`src/rtl/seg_pkg.sv`:
```
// -----------------------------------------------------------------------------
// seg_pkg
//   Shared constants for the seven-segment scan display:
//     - segment bit positions inside the 8-bit bus {dp,g,f,e,d,c,b,a}
//     - SEG_BLANK, the all-segments-off pattern
//     - HEX_SEG_TABLE, hex digit 0..F to segments g..a (active-high);
//       'b' and 'd' use the lowercase glyphs so they differ from '8' and '0'.
// -----------------------------------------------------------------------------
package seg_pkg;

    localparam int SEG_A  = 0;
    localparam int SEG_B  = 1;
    localparam int SEG_C  = 2;
    localparam int SEG_D  = 3;
    localparam int SEG_E  = 4;
    localparam int SEG_F  = 5;
    localparam int SEG_G  = 6;
    localparam int SEG_DP = 7;

    localparam logic [7:0] SEG_BLANK = 8'h00;

    // Index = nibble value, entry = {g,f,e,d,c,b,a}.
    localparam logic [6:0] HEX_SEG_TABLE [16] = '{
        7'h3F, 7'h06, 7'h5B, 7'h4F,   // 0 1 2 3
        7'h66, 7'h6D, 7'h7D, 7'h07,   // 4 5 6 7
        7'h7F, 7'h6F, 7'h77, 7'h7C,   // 8 9 A b
        7'h39, 7'h5E, 7'h79, 7'h71    // C d E F
    };

endpackage

```
`src/rtl/seg_scan_display_hex7seg.sv`:
```
// -----------------------------------------------------------------------------
// hex7seg
//   Purely combinational hex-to-seven-segment encoder.
//   Ports:
//     hex_i  [3:0]  nibble to display
//     seg_o  [6:0]  segments {g,f,e,d,c,b,a}, active-high
// -----------------------------------------------------------------------------
module hex7seg
    import seg_pkg::*;
(
    input  logic [3:0] hex_i,
    output logic [6:0] seg_o
);

    assign seg_o = HEX_SEG_TABLE[hex_i];

endmodule

```
`src/rtl/seg_scan_display.sv`:
```
// -----------------------------------------------------------------------------
// seg_scan_display
//   Multi-channel seven-segment scan display. Processor writes land in a bank
//   of NUM_CH value registers; their hex digits are time-multiplexed onto one
//   shared segment bus, one digit slot every SCAN_DIV cycles. Supports
//   per-channel leading-zero blanking, whole-display blink and a halt dot.
//
//   Ports:
//     clock     system clock, rising edge
//     n_reset   asynchronous active-low reset
//     wr_en     write strobe (one cycle per write)
//     wr_sel    target channel index
//     wr_val    value to store
//     lz_blank  level, blank leading zeros inside each channel
//     blink_en  level, flash the whole display
//     halt      level, lights dp on digit 0
//     wr_ack    one-cycle pulse for each accepted write
//     seg       {dp,g,f,e,d,c,b,a}, active-high, registered
//     dig_sel   one-hot active-low digit enable, registered
//
//   Write handshake: there is no back-pressure. Every cycle with wr_en=1 and
//   wr_sel < NUM_CH stores wr_val on that edge and raises wr_ack for exactly
//   the following cycle; a write to a non-existent channel is dropped with no
//   wr_ack. Writes may be issued on consecutive cycles.
// -----------------------------------------------------------------------------
module seg_scan_display
    import seg_pkg::*;
#(
    parameter int NUM_CH    = 2,
    parameter int VAL_W     = 16,
    parameter int SEL_W     = 4,
    parameter int SCAN_DIV  = 4000,
    parameter int BLINK_DIV = 2000000
) (
    input  logic                        clock,
    input  logic                        n_reset,
    input  logic                        wr_en,
    input  logic [SEL_W-1:0]            wr_sel,
    input  logic [VAL_W-1:0]            wr_val,
    input  logic                        lz_blank,
    input  logic                        blink_en,
    input  logic                        halt,
    output logic                        wr_ack,
    output logic [7:0]                  seg,
    output logic [NUM_CH*VAL_W/4-1:0]   dig_sel
);

    localparam int NUM_DIG = NUM_CH * VAL_W / 4;
    localparam int DPC     = VAL_W / 4;
    localparam int DIG_W   = (NUM_DIG > 1) ? $clog2(NUM_DIG) : 1;
    localparam int SCAN_W  = $clog2(SCAN_DIV);
    localparam int BLINK_W = $clog2(BLINK_DIV);

    // ------------------------------------------------------------------
    // State
    // ------------------------------------------------------------------
    logic [VAL_W-1:0]   ch_q      [NUM_CH];
    logic [VAL_W-1:0]   ch_d      [NUM_CH];
    logic               wr_ack_q, wr_ack_d;
    logic [SCAN_W-1:0]  scan_cnt_q, scan_cnt_d;
    logic [BLINK_W-1:0] blink_cnt_q, blink_cnt_d;
    logic               blink_on_q, blink_on_d;
    logic [DIG_W-1:0]   dig_idx_q, dig_idx_d;
    logic [7:0]         seg_q, seg_d;
    logic [NUM_DIG-1:0] dig_sel_q, dig_sel_d;

    logic               scan_tick;
    logic               blink_tc;
    logic [NUM_CH*VAL_W-1:0] flat_vals;
    logic [VAL_W-1:0]   chan_word;
    logic [3:0]         nibble;
    logic               lz_hit;
    logic [6:0]         hex_seg;

    // ------------------------------------------------------------------
    // Write path
    // ------------------------------------------------------------------
    always_comb begin
        ch_d     = ch_q;
        wr_ack_d = 1'b0;
        for (int c = 0; c < NUM_CH; c++) begin
            if (wr_en && (32'(wr_sel) == c)) begin
                ch_d[c]  = wr_val;
                wr_ack_d = 1'b1;
            end
        end
    end

    // ------------------------------------------------------------------
    // Scan and blink timebases
    // ------------------------------------------------------------------
    assign scan_tick = (scan_cnt_q == SCAN_W'(SCAN_DIV - 1));
    assign blink_tc  = (blink_cnt_q == BLINK_W'(BLINK_DIV - 1));

    always_comb begin
        scan_cnt_d  = scan_tick ? '0 : scan_cnt_q + SCAN_W'(1);
        blink_cnt_d = blink_tc ? '0 : blink_cnt_q + BLINK_W'(1);
        blink_on_d  = blink_tc ? ~blink_on_q : blink_on_q;
        dig_idx_d   = dig_idx_q;
        if (scan_tick) begin
            dig_idx_d = (dig_idx_q == DIG_W'(NUM_DIG - 1)) ? '0 : dig_idx_q + DIG_W'(1);
        end
    end

    // ------------------------------------------------------------------
    // Digit mux: looks at the index being entered (dig_idx_d) and at the
    // pre-write register contents, so a write on a tick edge shows up on the
    // next visit to that digit.
    // ------------------------------------------------------------------
    always_comb begin
        flat_vals = '0;
        for (int c = 0; c < NUM_CH; c++) begin
            flat_vals[c*VAL_W +: VAL_W] = ch_q[c];
        end
    end

    always_comb begin
        chan_word = '0;
        nibble    = '0;
        lz_hit    = 1'b0;
        for (int d = 0; d < NUM_DIG; d++) begin
            if (dig_idx_d == DIG_W'(d)) begin
                chan_word = flat_vals[(d / DPC) * VAL_W +: VAL_W];
                nibble    = chan_word[(d % DPC) * 4 +: 4];
                // Blank only if this nibble and everything above it in the
                // channel is zero; the channel's lowest digit always shows.
                lz_hit    = ((d % DPC) != 0) && ((chan_word >> ((d % DPC) * 4)) == '0);
            end
        end
    end

    hex7seg u_hex7seg (
        .hex_i (nibble),
        .seg_o (hex_seg)
    );

    // ------------------------------------------------------------------
    // Output registers: seg and dig_sel only move together on a scan tick.
    // The blink phase used is the one before this edge's toggle.
    // ------------------------------------------------------------------
    always_comb begin
        seg_d     = seg_q;
        dig_sel_d = dig_sel_q;
        if (scan_tick) begin
            seg_d                = SEG_BLANK;
            seg_d[SEG_G:SEG_A]   = (lz_blank && lz_hit) ? 7'h00 : hex_seg;
            seg_d[SEG_DP]        = halt && (dig_idx_d == '0);
            dig_sel_d            = (blink_en && !blink_on_q) ? '1
                                 : ~(NUM_DIG'(1) << dig_idx_d);
        end
    end

    always_ff @(posedge clock or negedge n_reset) begin
        if (!n_reset) begin
            for (int c = 0; c < NUM_CH; c++) begin
                ch_q[c] <= '0;
            end
            wr_ack_q    <= 1'b0;
            scan_cnt_q  <= '0;
            blink_cnt_q <= '0;
            blink_on_q  <= 1'b1;
            dig_idx_q   <= '0;
            seg_q       <= SEG_BLANK;
            dig_sel_q   <= '1;
        end else begin
            for (int c = 0; c < NUM_CH; c++) begin
                ch_q[c] <= ch_d[c];
            end
            wr_ack_q    <= wr_ack_d;
            scan_cnt_q  <= scan_cnt_d;
            blink_cnt_q <= blink_cnt_d;
            blink_on_q  <= blink_on_d;
            dig_idx_q   <= dig_idx_d;
            seg_q       <= seg_d;
            dig_sel_q   <= dig_sel_d;
        end
    end

    assign wr_ack  = wr_ack_q;
    assign seg     = seg_q;
    assign dig_sel = dig_sel_q;

endmodule

```
`config.mk`:
```
export PLATFORM = sky130hd
export DESIGN_NAME = seg_scan_display
export DESIGN_NICKNAME = d
export VERILOG_FILES = /design/src/rtl/seg_pkg.sv /design/src/rtl/seg_scan_display_hex7seg.sv /design/src/rtl/seg_scan_display.sv
export SDC_FILE = /design/constraint.sdc
export NUM_CORES = 1
export LEC_CHECK = 0
export CAP_MARGIN = 0
export CELL_PAD_IN_SITES_DETAIL_PLACEMENT = 0
export CELL_PAD_IN_SITES_GLOBAL_PLACEMENT = 1
export CORE_ASPECT_RATIO = 1.75
export CORE_UTILIZATION = 45
export CTS_CLUSTER_SIZE = 16
export DETAILED_ROUTE_END_ITERATION = 6
export PLACE_DENSITY_LB_ADDON = 0.1
export SLEW_MARGIN = 20
export SYNTH_ARGS = -nofsm -noshare
export SYNTH_HDL_FRONTEND = slang
export SYNTH_SLANG_ARGS = --single-unit
```
`constraint.sdc`:
```
create_clock -name clock -period 4.1 [get_ports clock]
set_input_delay 0.82 -clock clock [delete_from_list [all_inputs] [get_ports clock]]
set_output_delay 0.82 -clock clock [all_outputs]
set_load 0.02 [all_outputs]
```
* Yosys cells after proc, flatten, opt, wreduce, memory -nomap -nowiden
Memory sizes are Yosys's and may differ from the RTL's. Index checks and enable logic that the tools add are counted.
Storage, ports and cells: flip-flop bits (word level) 86, bits in read-only memories 112, input port bits 26, output and inout bits 17, word-level logic and storage cells 68, memories 1
Memories:
- (name not given) | depth 16, bits a word 7, read ports 1, clocked after Yosys merged registers in 0, write ports 0, line seg_scan_display_hex7seg.sv:15 | assign seg_o = HEX_SEG_TABLE[hex_i];
Operators by class: add/subtract/negate cells 3, magnitude comparators 1, equal/unequal tests 11, shifts and indexed selects 1, muxes and demuxes 25, bitwise logic cells 3, reduce and logical (&&, ||, !) cells 14
Operators with widths (count):
- $logic_not A16 Y1 | 6
- $mux W4 | 8
- $add A21 B1 Y21 const B | 1
- $eq A21 B21 Y1 const B | 1
- $mux W21 | 1
- $mux W7 | 3
- $eq A3 B3 Y1 const B | 5
- $add A12 B1 Y12 const B | 1
- $eq A12 B12 Y1 const B | 1
- $mux W12 | 1
- $mux W1 | 9
- $mux W8 | 1
- $not A8 Y8 | 1
- $shl A1 B3 Y8 const A | 1
- $eq A3 B2 Y1 const B | 2
- $mux W3 | 2
- $ge A5 B5 Y1 const B | 1
- $logic_and A1 B1 Y1 | 5
- $not A4 Y5 | 1
- $eq A4 B1 Y1 const B | 1
- $logic_not A4 Y1 | 1
- $add A3 B1 Y3 const B | 1
- $eq A3 B1 Y1 const B | 1
- $logic_not A3 Y1 | 1
- other kinds (2) | 2

* Depth between registers and ports, before layout
depth after elaboration 17, depth in mapped cells 13, depth with buffers taken out 13

* Modules after synthesis
A second synthesis with hierarchy kept.
Second synthesis, totals: cell total of the unflattened synthesis 416, area, all modules 4429.2 µm²
Modules (own cells, without submodules):
- seg_scan_display | instances 1, cells each 383, area an instance 4146.5 µm², sequential area each 2163.3 µm²
- hex7seg | instances 1, cells each 33, area an instance 282.8 µm², sequential area each 0.0 µm²

* Least setup slack after synthesis
Ideal clock, no wire load.
path kind flip-flop to flip-flop, start reg scan_cnt_q[0], end reg seg_q[4], in the netlist seg[4], setup time 0.095 ns, data arrival time 3.083 ns, required time 4.005 ns, path slack 0.921 ns, stages on the path, launching flop included 13, cells stage by stage dfrtp_1 > ha_1 > nand4_2 > nor4_4 > buf_4 > mux2i_1 > o221ai_1 > o41ai_2 > inv_1 > ha_1 > o2111ai_1 > o21ai_1 > o31ai_1
Between the ends: word-level cells in the longest chain between the ends 16
RTL lines:
- start: declaration | line seg_scan_display.sv:60 | logic [SCAN_W-1:0] scan_cnt_q, scan_cnt_d;
- start signal: assignment | line seg_scan_display.sv:170 | scan_cnt_q <= scan_cnt_d;
- $eq A12 B12 Y1 (*) | line seg_scan_display.sv:92 | assign scan_tick = (scan_cnt_q == SCAN_W'(SCAN_DIV - 1));
- $mux W3 | line seg_scan_display.sv:100 | if (scan_tick) begin
- $logic_not A3 Y1 | line seg_scan_display.sv:122 | if (dig_idx_d == DIG_W'(d)) begin
- $mux W4 (8 in series) | line seg_scan_display.sv:122
- $not A4 Y5 (not written as such) | line seg_scan_display_hex7seg.sv:15
- $mem_v2 Z16 W7
- $mux W7 (not written as such) (2 in series) | line seg_scan_display_hex7seg.sv:15
- $mux W7 | line seg_scan_display.sv:146 | seg_d[SEG_G:SEG_A] = (lz_blank && lz_hit) ? 7'h00 : hex_seg;
- end signal: assignment | line seg_scan_display.sv:174 | seg_q <= seg_d;
- end: declaration | line seg_scan_display.sv:64 | logic [7:0] seg_q, seg_d;
Every way passes the cells marked *; elsewhere a longest branch is shown, timed or not. The select of a mux whose other input is x is not followed. A chain may end at the register's enable or synchronous reset.

* Worst setup path in the final report
start reg scan_cnt_q[0], end reg seg_q[6], in the netlist seg[6]
Between the ends: word-level cells in the longest chain between the ends 16
RTL lines:
- $eq A12 B12 Y1 (*) | line seg_scan_display.sv:92
- $mux W3 (*) | line seg_scan_display.sv:100
- net dig_idx_d[1] | line seg_scan_display.sv:63 | logic [DIG_W-1:0] dig_idx_q, dig_idx_d;
- $logic_not A3 Y1 | line seg_scan_display.sv:122
- $mux W4 (8 in series) | line seg_scan_display.sv:122
- $not A4 Y5 (not written as such) | line seg_scan_display_hex7seg.sv:15
- $mem_v2 Z16 W7
- $mux W7 (not written as such) (2 in series) | line seg_scan_display_hex7seg.sv:15
- $mux W7 (*) | line seg_scan_display.sv:146
Mark *: on every way through the listed nets, which the timed path passes. The rest lies on a longest branch. The select of a mux whose other input is x is not followed.

==> flow_metrics.tcl <==
set metrics [dict create \
    status "finished, final reports clean" \
    cp_cell_sequence "ha_1, nand4_2, nor4_4, buf_4, nor2_1, a21oi_1, inv_1, o32a_1, o2111ai_1, inv_1, ha_1, mux2i_1, nor2b_1, o31ai_1" \
    finalNonFillerCells 649 \
    wl_met3_um 352 \
    dpl_worst_slack_ns 0.3783 \
    hp-class "flip-flop to flip-flop" \
    cts_sinks 86 \
    setup_viol 0 \
    synthToLayoutAreaGrowth_pct 18.14 \
    startpoint_type "flip-flop" \
    ant_nets 0 \
    dieArea_um2 11100 \
    synth_most_common_cell "dfrtp_1" \
    antenna_found_initial 0 \
    grt_max_degree 72 \
    async_flop_share_pct 100.0 \
    hold_buffers 0 \
    insertion_delay_ns 0.35 \
    n_antenna_cell 0 \
    place_inst 633 \
    numCtsBuffers 9 \
    rsz0062_at_grt "no" \
    cts_tree "yes" \
    top_layer "met4" \
    yosysTopAreaCellShare_pct 40.14 \
    dieHeight_um 138.6 \
    crit_path_max_fanout 16 \
    setup_ws_ns 0.5358 \
    synthTopCellsByCount "dfrtp_1, nor2_1, nand2_1" \
    dp_hpwl_um 9670 \
    powerDensity_nw_per_um2 372.7 \
    fin_nets 553 \
    drive_above_1_share_pct 16.48 \
    fin_worst_skew_ns 0.009571 \
    max_cap_violations 0 \
    gp_congestion 1.015 \
    tightest_slew_ns 0.9075 \
    grt_pass1_wl_um 20870 \
    grt_pass1_vias 3893 \
    relSlewSlack_pct 39.50 \
    p_total_mw 2.114 \
    synth_nets 510 \
    drv_slew 0 \
    core_um2 10300 \
    crit_buf_inv 3 \
    synth_top_area_cell "dfrtp_1" \
    path_clk_slew_ns 0.06 \
    wl_met2_um 6829 \
    overflow 0 \
    ys.warnings.count 0 \
    synth_cells 474 \
    avgSynthCellArea_um2 10.13 \
    start_util_pct 46.61 \
    synth_seq_area_share_pct 45.06 \
    cp_slowest_stage_delay_ns 0.39 \
    slowest_stage "dfrtp_1" \
    rows 49 \
    synth_area_um2 4801 \
    fin_crit_ns 3.564 \
    route.vias.total 3811 \
    holdWs_ns 0.4712 \
    firstDrtPassIters 5 \
    synth_area_leaders "dfrtp_1, mux2_2, dfstp_2" \
    synth_cell_types 62 \
    critical_path_class "flip-flop to flip-flop" \
    cts_max_level 3 \
    post-route-cell-area_um2 5672 \
    drt_iter0_markers 245 \
    die_width_um 80.08 \
    ys.flop_type "dfrtp_1" \
    drc 0 \
    synth_edf_count 0 \
    viasPerCell 5.872 \
    leakagePower_nw 2.461 \
    end_kind "flip-flop" \
    io_pins 43 \
    max_freq_mhz 280.6 \
    track_usage_pct 25.31 \
    wl_um 12770 \
    path_delay_family "compound AO/OA/AOI/OAI gates" \
    wl_met1_um 4713 \
    arrival_ns 3.82 \
    worst_ep_required_time_ns 4.35 \
    hold_viol_final 0 \
    ir_drop_mv 0.3081 \
    wl_per_cell_um 19.68 \
    synth-seq-cells 86 \
    port_buffers 42 \
    fin_util_pct 55.07 \
    reg2reg_slack_ns 0.54 \
    root_buffer "clkbuf_16" \
    finalCritPeriodShare_pct 86.93 \
    setup_tns_ns 0 \
    clockBufferDepth 2 \
    place_area_um2 5369 \
]
[final timing paths]
kind	from	to	cells past startpoint
max in group asynchronous	n_reset	blink_on_q	2
max	scan_cnt_q[0]	seg[6]	14
min in group asynchronous	n_reset	scan_cnt_q[5]	1
min	blink_cnt_q[20]	blink_cnt_q[20]	1
max reg2reg	scan_cnt_q[0]	seg[6]	14
min reg2reg	blink_cnt_q[20]	blink_cnt_q[20]	1
[repair_timing]
item / CTS / global route
endpoints found under the setup margin: 0 / 1
buffers inserted: 0 / 0
gates resized for setup: 0 / 1
hold endpoints to repair: 0 / 0
[layer usage]
layer	global-route usage (%)	up-vias
met5	0	-
met4	16.92	0
met3	3.421	44
met2	44.13	95
met1	27.73	1878
li1	-	1794
[report_power, final]
group	leakage [nW]	internal, mW	switching, mW
logic	1.28	0.148	0.147
clock network	0.136	0.474	0.340
registers	1.04	0.923	0.0818
[cells in the final DEF (no fill, tap or decap), drive strengths merged, types with 11 or more instances in the layout]
| master | synthesis | layout |
|---|---|---|
| clkdlybuf4s50 | 0 | 41 |
| nor2 | 46 | 46 |
| inv | 15 | 16 |
| xnor2 | 12 | 12 |
| clkbuf | 17 | 11 |
| nand4 | 12 | 12 |
| o21ai | 22 | 22 |
| a21oi | 16 | 16 |
| buf | 6 | 14 |
| mux2i | 19 | 19 |
| dfrtp | 77 | 77 |
| mux2 | 35 | 35 |
| xor2 | 15 | 15 |
| nand3 | 21 | 21 |
| nand2 | 40 | 40 |
[sequential cells by signal, indices dropped and copies added, names as in the netlist]
register     cells
dig_sel          8
blink_cnt_q     21
seg              8
wr_ack           1
blink_on_q       1
dig_idx_q        3
scan_cnt_q      12
ch_q            32
[kinds of logic after synthesis]
group                    count (synthesis)  synth area share (%)
AND/OR/NAND/NOR                        182                 20.04
flip-flops                              86                 45.06
AO/OA/AOI/OAI                           77                 11.73
multiplexers                            54                 12.25
buffers and inverters                   38                 3.388
XOR/XNOR                                27                 4.926
adder cells (fa/ha/maj)                 10                 2.606
[layout make-up]
class                           count  area (µm²)
Tap cell                          127       158.9
Clock buffer                       11       232.7
Sequential cell                    86        2163
Timing Repair Buffer               55       515.5
Multi-Input combinational cell    350        2486
Clock inverter                      5       58.81
Fill cell                         970        4628
Inverter                           15       56.30
No activity file was read; power rests on OpenSTA's default activity.
